`src/rtl/wb_port_arbiter.sv`:
```
// rtl/wb_port_arbiter.sv - register-file write port arbiter (writeback stage vs buffered long-unit results)
//
// Optional feature macro: WB_ARB_BYPASS_EN (long-unit result written in the same
// cycle when the FIFO is empty and the writeback stage does not need the port).
//
// Ports (wb_port_arbiter):
//   clk, reset                    core clock, synchronous active-high reset
//   ws_wb_valid/we/dest/data/pc   writeback stage write request
//   ws_wb_ready                   writeback stage may retire this cycle
//   lu_valid/dest/data/pc         long-unit result offer
//   lu_ready                      result FIFO accepts the offer this cycle
//   rf_we/waddr/wdata             register-file write port
//   debug_wb_*                    trace of every granted write
//
// Ports (wb_lu_fifo):
//   clk, reset                    core clock, synchronous active-high reset
//   push, push_data               enqueue at posedge
//   pop                           drop the head entry at posedge
//   head_data, empty, full        head entry and occupancy flags

module wb_lu_fifo #(
  parameter int DEPTH = 2,
  parameter int WIDTH = 69
) (
  input  logic             clk,
  input  logic             reset,
  input  logic             push,
  input  logic [WIDTH-1:0] push_data,
  input  logic             pop,
  output logic [WIDTH-1:0] head_data,
  output logic             empty,
  output logic             full
);
  localparam int AW = $clog2(DEPTH);
  localparam int CW = AW + 1;

  logic [WIDTH-1:0] mem [DEPTH];
  logic [AW-1:0]    wr_ptr;
  logic [AW-1:0]    rd_ptr;
  logic [CW-1:0]    count;

  // Storage carries no reset; occupancy is tracked by the pointers and count.
  always_ff @(posedge clk) begin
    if (push) begin
      mem[wr_ptr] <= push_data;
    end
  end

  // DEPTH is a power of two, so the pointers wrap naturally.
  always_ff @(posedge clk) begin
    if (reset) begin
      wr_ptr <= '0;
      rd_ptr <= '0;
      count  <= '0;
    end else begin
      if (push) wr_ptr <= wr_ptr + 1'b1;
      if (pop)  rd_ptr <= rd_ptr + 1'b1;
      case ({push, pop})
        2'b10:   count <= count + 1'b1;
        2'b01:   count <= count - 1'b1;
        default: count <= count;
      endcase
    end
  end

  assign head_data = mem[rd_ptr];
  assign empty     = (count == '0);
  assign full      = (count == CW'(DEPTH));
endmodule

module wb_port_arbiter #(
  parameter int LU_FIFO_DEPTH = 2,
  parameter int MAX_WAIT      = 4
) (
  input  logic        clk,
  input  logic        reset,
  input  logic        ws_wb_valid,
  input  logic        ws_wb_we,
  input  logic [4:0]  ws_wb_dest,
  input  logic [31:0] ws_wb_data,
  input  logic [31:0] ws_wb_pc,
  output logic        ws_wb_ready,
  input  logic        lu_valid,
  input  logic [4:0]  lu_dest,
  input  logic [31:0] lu_data,
  input  logic [31:0] lu_pc,
  output logic        lu_ready,
  output logic        rf_we,
  output logic [4:0]  rf_waddr,
  output logic [31:0] rf_wdata,
  output logic [31:0] debug_wb_pc,
  output logic [3:0]  debug_wb_rf_we,
  output logic [4:0]  debug_wb_rf_wnum,
  output logic [31:0] debug_wb_rf_wdata
);
  localparam int EW     = 5 + 32 + 32;
  localparam int WAIT_W = $clog2(MAX_WAIT + 1);
  localparam logic [WAIT_W-1:0] MAX_WAIT_C = WAIT_W'(MAX_WAIT);

  typedef enum logic [0:0] {
    PIPE_PRI = 1'b0,
    LU_FORCE = 1'b1
  } state_t;

  state_t            state, state_nx;
  logic [WAIT_W-1:0] wait_cnt, wait_nx;

  logic          fifo_empty;
  logic          fifo_full;
  logic          fifo_push;
  logic [EW-1:0] head;
  logic [4:0]    head_dest;
  logic [31:0]   head_data;
  logic [31:0]   head_pc;

  logic pipe_req;
  logic lu_req;
  logic bypass_ok;
  logic grant_pipe;
  logic grant_lu;
  logic grant_byp;

  logic        win_any;
  logic [4:0]  win_dest;
  logic [31:0] win_data;
  logic [31:0] win_pc;

  assign pipe_req = ws_wb_valid & ws_wb_we;
  assign lu_req   = ~fifo_empty;
  assign {head_dest, head_data, head_pc} = head;

`ifdef WB_ARB_BYPASS_EN
  // Only reachable from PIPE_PRI with an empty FIFO; the state check lives in the FSM.
  assign bypass_ok = lu_valid & fifo_empty & ~pipe_req;
`else
  assign bypass_ok = 1'b0;
`endif

  // A full FIFO never takes a new entry, even when its head pops this cycle.
  assign lu_ready  = reset | ~fifo_full;
  assign fifo_push = lu_valid & ~fifo_full & ~reset & ~grant_byp;

  wb_lu_fifo #(
    .DEPTH (LU_FIFO_DEPTH),
    .WIDTH (EW)
  ) u_lu_fifo (
    .clk       (clk),
    .reset     (reset),
    .push      (fifo_push),
    .push_data ({lu_dest, lu_data, lu_pc}),
    .pop       (grant_lu),
    .head_data (head),
    .empty     (fifo_empty),
    .full      (fifo_full)
  );

  always_ff @(posedge clk) begin
    if (reset) begin
      state    <= PIPE_PRI;
      wait_cnt <= '0;
    end else begin
      state    <= state_nx;
      wait_cnt <= wait_nx;
    end
  end

  always_comb begin
    state_nx    = state;
    wait_nx     = wait_cnt;
    grant_pipe  = 1'b0;
    grant_lu    = 1'b0;
    grant_byp   = 1'b0;
    ws_wb_ready = 1'b1;
    case (state)
      PIPE_PRI: begin
        if (pipe_req)       grant_pipe = 1'b1;
        else if (lu_req)    grant_lu   = 1'b1;
        else if (bypass_ok) grant_byp  = 1'b1;
        // Count cycles in which a waiting head entry loses to the pipe.
        if (grant_lu) begin
          wait_nx = '0;
        end else if (lu_req) begin
          wait_nx = wait_cnt + 1'b1;
          if (wait_nx == MAX_WAIT_C) state_nx = LU_FORCE;
        end
      end
      LU_FORCE: begin
        // Exactly one long-unit write, holding off a writing WB instruction.
        grant_lu    = lu_req;
        ws_wb_ready = ~pipe_req;
        if (lu_req) begin
          state_nx = PIPE_PRI;
          wait_nx  = '0;
        end
      end
      default: state_nx = PIPE_PRI;
    endcase
    if (reset) begin
      grant_pipe  = 1'b0;
      grant_lu    = 1'b0;
      grant_byp   = 1'b0;
      ws_wb_ready = 1'b1;
    end
  end

  always_comb begin
    win_any  = 1'b0;
    win_dest = '0;
    win_data = '0;
    win_pc   = '0;
    if (grant_pipe) begin
      win_any  = 1'b1;
      win_dest = ws_wb_dest;
      win_data = ws_wb_data;
      win_pc   = ws_wb_pc;
    end else if (grant_lu) begin
      win_any  = 1'b1;
      win_dest = head_dest;
      win_data = head_data;
      win_pc   = head_pc;
    end else if (grant_byp) begin
      win_any  = 1'b1;
      win_dest = lu_dest;
      win_data = lu_data;
      win_pc   = lu_pc;
    end
  end

  // r0 writes still win the port and are consumed, but never reach the RF.
  assign rf_we             = win_any & (win_dest != 5'd0);
  assign rf_waddr          = win_dest;
  assign rf_wdata          = win_data;
  assign debug_wb_pc       = win_pc;
  assign debug_wb_rf_we    = {4{rf_we}};
  assign debug_wb_rf_wnum  = win_dest;
  assign debug_wb_rf_wdata = win_data;
endmodule

```
`config.mk`:
```
export PLATFORM = sky130hd
export DESIGN_NAME = wb_port_arbiter
export DESIGN_NICKNAME = d
export VERILOG_FILES = /design/src/rtl/wb_port_arbiter.sv
export SDC_FILE = /design/constraint.sdc
export NUM_CORES = 1
export LEC_CHECK = 0
export CORE_ASPECT_RATIO = 0.8
export CORE_MARGIN = 5
export CORE_UTILIZATION = 30
export DETAILED_ROUTE_END_ITERATION = 12
export SLEW_MARGIN = 20
export SYNTH_ARGS = -nofsm -noshare
export SYNTH_HDL_FRONTEND = slang
export SYNTH_HIERARCHICAL = 1
export SYNTH_SLANG_ARGS = --single-unit
```
`constraint.sdc`:
```
create_clock -name clk -period 12.4 [get_ports clk]
set_clock_uncertainty 0.2 [all_clocks]
set_input_delay 1.86 -clock clk [delete_from_list [all_inputs] [get_ports clk]]
set_output_delay 1.86 -clock clk [all_outputs]
set_load 0.02 [all_outputs]
```
---- Yosys cells after proc, flatten, opt, wreduce, memory -nomap -nowiden ----
Memory sizes are Yosys's and may differ from the RTL's. A register that Yosys moved wholly into a read port is not among the register bits.
Cells that the tools add are included.
word-level totals
  register bits after elaboration ......... 8
  bits in writable memories ............... 138
  input bits .............................. 143
  output and inout port bits .............. 113
  logic and storage cells ................. 63
  memories ................................ 1
operators by class
  $add $sub $neg .......................... 5
  equality and inequality tests ........... 6
  muxes and demuxes ....................... 32
  bitwise operators ....................... 10
  reduce and logical (&&, ||, !) cells .... 4
memories
  name           depth  bits a word  read ports  clocked after memory_dff  wr ports  RTL line  source
  u_lu_fifo.mem  2      69           1           1                         1         37        logic [WIDTH-1:0] mem [DEPTH];
operators by type and width
  operator               number
  $mux W32               4
  $mux W1                19
  $mux W5                2
  $mux W3                3
  $pmux W3 S2            1
  $not A1 Y1             5
  $reduce_bool A5 Y1     1
  $and A1 B1 Y1          4
  $eq A2 B2 Y1 const B   2
  $pmux W1 S2            2
  $pmux W2 S2            1
  $add A3 B1 Y3 const B  1
  $eq A3 B3 Y1 const B   1
  $ne A3 B3 Y1 const B   1
  $add A1 B1 Y1 const B  2
  $add A2 B1 Y2 const B  1
  $eq A2 B1 Y1 const B   1
  $logic_not A2 Y1       1
  $ne A2 B2 Y1 const B   1
  $reduce_and A2 Y1      1
  $reduce_bool A2 Y1     1
  $sub A2 B1 Y2 const B  1
  $or A1 B1 Y1           1

---- Longest topological paths before layout ----
Gate-level depths: netlist of run 1.
  word-level depth ........................ 10
  gate-level depth with buffers ........... 8
  gate-level depth less buffers ........... 7

---- Hierarchy ----
The synthesis of run 1 kept the hierarchy.
by module, submodules not included
  module           times used  cells each  area each (um^2)  seq. area each (um^2)
  wb_lu_fifo       1           237         5,178.7           4,244.1
  wb_port_arbiter  1           161         1,281.2           80.1

---- Worst setup path before layout of run 1 ----
Ideal clock, no wire load.
  path type ............................... in2reg
  start ................................... input reset
  end ..................................... memory u_lu_fifo.mem[0][0] (enable)
  setup time .............................. 0.496 ns
  data arrival time ....................... 5.390 ns
  data required time ...................... 11.704 ns
  slack ................................... 6.314 ns
  stages .................................. 4
  buffers on the path ..................... 1
  cell sequence ........................... clkbuf_1 -> nor3b_1 -> inv_1 -> nor2_1
between the ends
  cells in the longest elaborated chain, start to end .. 4
RTL lines
  element                        RTL line  source
  start: declaration             76        input logic reset,
  $not A1 Y1                     141       assign fifo_push = lu_valid & ~fifo_full & ~reset & ~grant_byp;
  $and A1 B1 Y1                  141
  via fifo_push                  110       logic fifo_push;
  $mux W1                        44        if (push) begin
  $mux W1 (implied by the code)  45        mem[wr_ptr] <= push_data;
  end: declaration               37
The timed path passes the listed nets, and every way through them passes these cells.

---- Final worst setup path of run 1 ----
  start ................................... input reset
  end ..................................... output debug_wb_rf_wdata[31]
between the ends
  cells in the longest elaborated chain, start to end .. 3
  elaborated cells on any way between the ends .. 4
  those cells by class .................... mux: 4
RTL lines
  element           RTL line  source
  $mux W1           198       if (reset) begin
  $mux W32          216       end else if (grant_lu) begin
  $mux W32 (*)      211       if (grant_pipe) begin
  end: declaration  94        output logic [31:0] debug_wb_rf_wdata
Mark *: on every way between the ends. The rest lies on a longest branch, timed or not.

==> key figures, run 1 <==
Placed design
  – # port buffers: 255
  – DP Wirelength: 11400 um
  – RePlAce Congestion: 0.750
  – DP Area: 0.00896 sq mm
  – Placed insts: 865

Yosys
  – Yosys reg bits: 147
  – Post-Syn Area: 0.00646 sq mm
  – Syn_area_per_cell: 16.2 sq um
  – Post-synth ARST share: 0%
  – Primary FF master, synth: edfxtp_1
  – Warnings, synthesis: 6
  – Synth area leader: edfxtp_1
  – Post-synthesis cell count: 398
  – Top post-synthesis cells by area: edfxtp_1, mux2_2, a22o_1
  – Post-synth cell types: 29
  – Seq/Total Area, Yosys: 66.9%
  – Synth top area share: 64.1%
  – Synthesized net count: 544
  – EDFF count, synth: 138

Clock tree
  – Number of CTS-inserted buffers: 17
  – Clk Latency, worst-skew pair: 0.40 ns
  – CTS tree: built
  – Clk slew on worst S/H paths: 0.05 ns
  – Gates resized, CTS repair: 0
  – # H-tree levels: 4
  – CTS sink count: 147
  – Root Buffer: clkbuf_16
  – CTS max path bufs: 2
  – Hold_buf cts: 0
  – Postcts setup bufs: 0

Floorplanning
  – Die Y: 141 um
  – Die W: 174 um
  – Core area: 0.0214 sq mm
  – Die area: 0.0246 sq mm
  – IO Pins: 256
  – Standard-cell rows: 48
  – Initial Util: 30.2%

Final layout
  – Layout cells sized above 1: 17.0%
  – Synthesis-to-layout area growth: 47.5%
  – Leading cell types in the layout, fill and taps excluded: clkdlybuf4s50_1, edfxtp_1, mux2_2
  – Most common cell after layout, fill and taps aside: clkdlybuf4s50_1
  – Non-Filler Instances: 899
  – Final nets: 757
  – Final instance area: 0.00953 sq mm
  – ANT cells: 0

Power
  – Static Leak: 3.18 nW
  – Pwr dens: 144 mW/mm^2
  – Maximum VDD drop: 0.0688 mV

Worst setup path
  – CP max-delay cell: clkdlybuf4s50_1
  – Crit path buf inv count: 4
  – Arrival time worst endpoint: 4.82 ns
  – Crit start category: input port
  – CP Cell Sequence: clkdlybuf4s50_1 -> nor3_4 -> buf_8 -> buf_4 -> a22o_1 -> clkdlybuf4s50_1
  – CP peak stage delay: 0.73 ns
  – Most used cell, CP: clkdlybuf4s50_1
  – CP top delay family: buffers and inverters
  – Critical path class: in2out
  – CP max FO: 41
  – CP required: 10.34 ns
  – CP Capture Type: output port

Job
  – Max_cap viols: 0

Route
  – Antenna-violating nets left: 0
  – WL/cell: 17.7 um
  – Drt pass-1 iters: 4
  – Avg Vias per Cell: 4.60
  – Initial drt markers: 125
  – DRT Wirelength: 15900 um
  – Via count: 4133
  – Residual DRC: 0

Global route
  – Top Usage Layer GRT: met2
  – Largest net degree at the start of global routing: 70
  – Global-route usage over all layers: 12.8%
  – GR Util met1: 15.4%
  – Gr ovfl total: 0
  – First-pass GRT wire length: 24400 um
  – Vias in the first global route: 4408
  – M3 GR Usage: 5.51%
  – Antenna violations before repair: 2
  – Met2 global-route usage: 20.9%

STA
  – Worst-Margin Slew: 1.02 ns
  – Unrepaired setup endpoints after global routing: no
  – Max Slew Vio Count: 0
  – Max-slew headroom: 31.8%
  – Min cycle time layout: 6.88 ns
  – Max frequency: 145 MHz
  – # setup viols final: 0
  – Final hold violations: 0
  – Final period util: 55.5%
  – Setup TNS: 0 ns

Worst hold path
  – Type of the worst min-delay path: reg2reg

Status
  – Run status: finished clean
state kept, by name, summed over array words and instances (netlist names), named ones only:
register,count
u_lu_fifo/mem,138
wait_cnt,3
u_lu_fifo/count,2
state,1
u_lu_fifo/rd_ptr,1
u_lu_fifo/wr_ptr,1
kinds of logic (layout without fill, tap and decap cells):
| family | count (synthesis) | in the layout | share of synthesized area [%] |
|---|---|---|---|
| simple gates | 29 | 29 | 2.81 |
| xor+xnor | 4 | 4 | 0.542 |
| buf+inv | 69 | 295 | 7.13 |
| flops | 147 | 147 | 66.9 |
| compound gates | 77 | 77 | 9.97 |
| mux | 69 | 69 | 12.0 |
| fa+ha+maj | 3 | 3 | 0.581 |
worst min-delay path, cell delays in order (launching register included):
cell	delay, ns
dfxtp_1	0.31
nand2_1	0.05
a21oi_1	0.05
layout make-up:
class	instances	area, sq um
clock inverter	12	92.6
tap	275	344
timing repair buffer	261	2620
multi-input combinational	182	1700
fill	1901	11900
clock buffer	20	437
sequential	147	4330
inverter	2	7.51
cells in the mapped netlist (all sizes together), types with 2 or more instances:
cell type / number
a21oi: 6
a22o: 68
buf: 59
clkbuf: 8
dfxtp: 9
edfxtp: 138
ha: 3
inv: 2
mux2: 69
nand2: 5
nand3b: 4
nor2: 7
o21ai: 2
or3: 3
or4: 2
xnor2: 3
path summary, 6_finish.rpt:
check / startpoint / end / slack (ns) / cells past startpoint
worst min register to register: wait_cnt[2]$_SDFFE_PP0P_ / wait_cnt[2]$_SDFFE_PP0P_ / 0.25 / 2
worst min-delay path: wait_cnt[2]$_SDFFE_PP0P_ / wait_cnt[2]$_SDFFE_PP0P_ / 0.25 / 2
worst max register to register: state$_SDFF_PP0_ / u_lu_fifo/count[1]$_SDFFE_PP0P_ / 9.41 / 7
worst max-delay path: reset / debug_wb_rf_wdata[31] / 5.52 / 6
routing by layer:
layer	wire (um)	share of wire [%]	up-vias
met3	1370	8.6	20
met4	207	1.3	4
met1	6730	42	1982
li1	-	-	1950
met2	7620	48	177
met5	21	0.13	-
power breakdown:
group          internal, mW  leakage, nW  switching, mW
Combinational         0.175         1.58          0.143
Clock                 0.272        0.254          0.187
Sequential            0.572         1.34         0.0224
through the flow:
stage	util, %	hold slack, ns	total power, mW	setup WS, ns
floorplan	-	0.232	0.790	6.31
global placement	41.9	0.241	0.919	5.16
detailed placement	41.9	0.250	0.924	5.09
CTS	44.4	0.258	1.39	5.07
global route	44.6	0.284	1.43	5.36
finish	44.6	0.253	1.37	5.52
(Power assumes the default switching activity.)
==> inputs of run 2 (changes only) <==
clock period = 6 ns   (was 12.4 ns; I/O delays follow)
==> run 2 against run 1 <==
Die area unchanged. First-iteration DRC count down 0.80%. Power up 120%. Critical endpoint is now debug_wb_rf_we[2]. Via count up 0.97%. Sequential share of layout area down 0.61 points. Routed wire length up 0.30%. Hold slack better by 0.0083 ns. Cell area up 1.4%. Combinational power up 110%. Largest cell class unchanged. Worst setup slack worse by 4.2 ns. Non-clock buffer count unchanged. Flip-flop and latch count unchanged.
==> key figures, run 2 (synthesized netlist as in run 1, its figures left out) <==
Status
  – Run status: finished clean

Final layout
  – Most common cell after layout, fill and taps aside: clkdlybuf4s50_1
  – Synthesis-to-layout area growth: 49.5%
  – Layout cells sized above 1: 17.9% (+0.96 points)
  – ANT cells: 0 (unchanged)
  – Biggest register: u_lu_fifo/mem
  – Leading cell types in the layout, fill and taps excluded: clkdlybuf4s50_1, edfxtp_1, mux2_2
  – Max reg flops: 138 (unchanged)
  – Filler cell count: 1900 (-0.053%)
  – Non-Filler Instances: 899 (unchanged)
  – Biggest regs: u_lu_fifo/mem (138), wait_cnt (3), u_lu_fifo/count (2)
  – Final nets: 757 (unchanged)

Placed design
  – DP Wirelength: 11400 um (+0.18%)
  – # port buffers: 255 (unchanged)
  – Placed insts: 867 (+0.23%)
  – RePlAce Congestion: 0.778 (+3.7%)

Worst setup path
  – Arrival time worst endpoint: 3.54 ns (-1.28 ns)
  – Reg2reg setup slack: 3.45 ns (-5.96 ns)
  – Worst r2r src: u_lu_fifo/count[0]$_SDFFE_PP0P_
  – R2R depth: 3 (-4)
  – Crit Reg-Reg Endpoint: u_lu_fifo/mem[1][22]$_DFFE_PP_
  – Critical path class: in2out
  – CP required: 4.90 ns (-5.44 ns)
  – Crit start category: input port
  – CP Capture Type: output port
  – CP max FO: 31 (-24%)

Floorplanning
  – Die area: 0.0246 sq mm (unchanged)
  – Initial Util: 30.2% (unchanged)
  – Die W: 174 um (unchanged)
  – Core area: 0.0214 sq mm (unchanged)
  – IO Pins: 256 (unchanged)
  – Die Y: 141 um (unchanged)
  – Standard-cell rows: 48 (unchanged)

STA
  – Final hold violations: 0 (unchanged)
  – Unrepaired setup endpoints after global routing: no
  – Max frequency: 215 MHz
  – Max Slew Vio Count: 0 (unchanged)
  – Setup TNS: 0 ns (unchanged)
  – Max-slew headroom: 33.4% (+1.5 points)
  – Worst-Margin Slew: 1.00 ns (-0.0226 ns)
  – Min cycle time layout: 4.64 ns
  – Final period util: 77.4%
  – # setup viols final: 0 (unchanged)

Power
  – Static Leak: 3.24 nW (+2.1%)
  – Pwr dens: 316 mW/mm^2 (+120%)
  – Maximum VDD drop: 0.128 mV (+86%)

Route
  – Avg Vias per Cell: 4.64 (+0.97%)
  – Drt pass-1 iters: 6 (+2)
  – Via count: 4173 (+0.97%)
  – Antenna-violating nets left: 0 (unchanged)
  – Initial drt markers: 124 (-0.80%)
  – Residual DRC: 0 (unchanged)
  – DRT Wirelength: 16000 um (+0.30%)
  – WL/cell: 17.8 um (+0.30%)

Clock tree
  – Root Buffer: clkbuf_16
  – CTS tree: built
  – Clk Latency, worst-skew pair: 0.41 ns (about the same)
  – CTS max path bufs: 2 (unchanged)
  – CTS sink count: 147 (unchanged)
  – Clk slew on worst S/H paths: 0.06 ns (about the same)
  – Hold_buf cts: 0 (unchanged)
  – # H-tree levels: 4 (unchanged)
  – Postcts setup bufs: 0 (unchanged)
  – Number of CTS-inserted buffers: 17 (unchanged)
  – Gates resized, CTS repair: 0 (unchanged)

Global route
  – First-pass GRT wire length: 24600 um (+0.76%)
  – Antenna violations before repair: 2 (unchanged)
  – Gr ovfl total: 0 (unchanged)
  – Vias in the first global route: 4470 (+1.4%)
  – Global-route usage over all layers: 12.9% (+0.13 points)
  – Largest net degree at the start of global routing: 70 (unchanged)

Worst hold path
  – Hold-critical path endpoint: wait_cnt[2]$_SDFFE_PP0P_
  – Worst Hold Depth: 2 (unchanged)
  – Type of the worst min-delay path: reg2reg
  – Worst hold start: wait_cnt[2]$_SDFFE_PP0P_

Job
  – Max_cap viols: 0 (unchanged)
-- run 2: changes by cell type in the layout (fill, tap and decap cells not counted), moves of 2 or more --
| cell | change |
|---|---|
| clkinv_1 | -4 |
| bufinv_16 | +4 |
| inv_8 | +2 |
| clkbuf_1 | -2 |
-- run 2: report_power, final --
group          internal, mW  switching [mW]  total [mW]
clock network         0.746           0.421        1.17
logic                 0.361           0.294       0.655
registers              1.18          0.0450        1.23
total                  2.29           0.760        3.05
-- run 2: area by class of cell --
class	instances	area [sq um]	area share, %
clock inverters	14	225	2.33
inverters	2	7.51	0.0777
well taps	275	344	3.56
multi-input cells	182	1700	17.6
repair buffers	261	2620	27.2
clock buffers	18	429	4.44
flip-flops and latches	147	4330	44.8
-- run 2: metrics by stage --
step / worst slack (ns) / utilization (%) / hold slack (ns) / area (sq um) / total power, mW
floorplan: 0.874 / - / 0.232 / 6460 / 1.63
global placement: 1.44 / 42.0 / 0.240 / 8980 / 1.90
detailed placement: 1.34 / 42.1 / 0.251 / 9000 / 1.91
CTS: 1.34 / 45.2 / 0.261 / 9660 / 3.10
global route: 1.17 / 45.2 / 0.290 / 9660 / 3.18
finish: 1.36 / 45.2 / 0.261 / 9660 / 3.05
-- run 2: critical path, stage by stage --
cell and delay, ns:
clkdlybuf4s50_1 0.73, nor4bb_4 0.43, buf_4 0.37, o21ai_0 0.15, o41ai_1 0.19, clkdlybuf4s50_1 0.76
-- run 2: worst max path at each step --
| stage | start | end |
|---|---|---|
| finish | reset | debug_wb_rf_we[2] |
| global route | reset | debug_wb_rf_we[2] |
| CTS | reset | debug_wb_rf_we[2] |
| detailed placement | reset | debug_wb_rf_we[2] |
| global placement | reset | rf_we |
| floorplan | reset | u_lu_fifo/mem[0][0]$_DFFE_PP_ |
-- run 2: per-layer routing --
layer / GRT usage (%) / share of wire (%) / vias to the layer above
met1: 15.4 / 42 / 2011
met2: 21.3 / 47 / 180
met5: 0 / 0.21 / -
li1: - / - / 1951
met3: 5.51 / 8.5 / 27
met4: 4.21 / 1.7 / 4
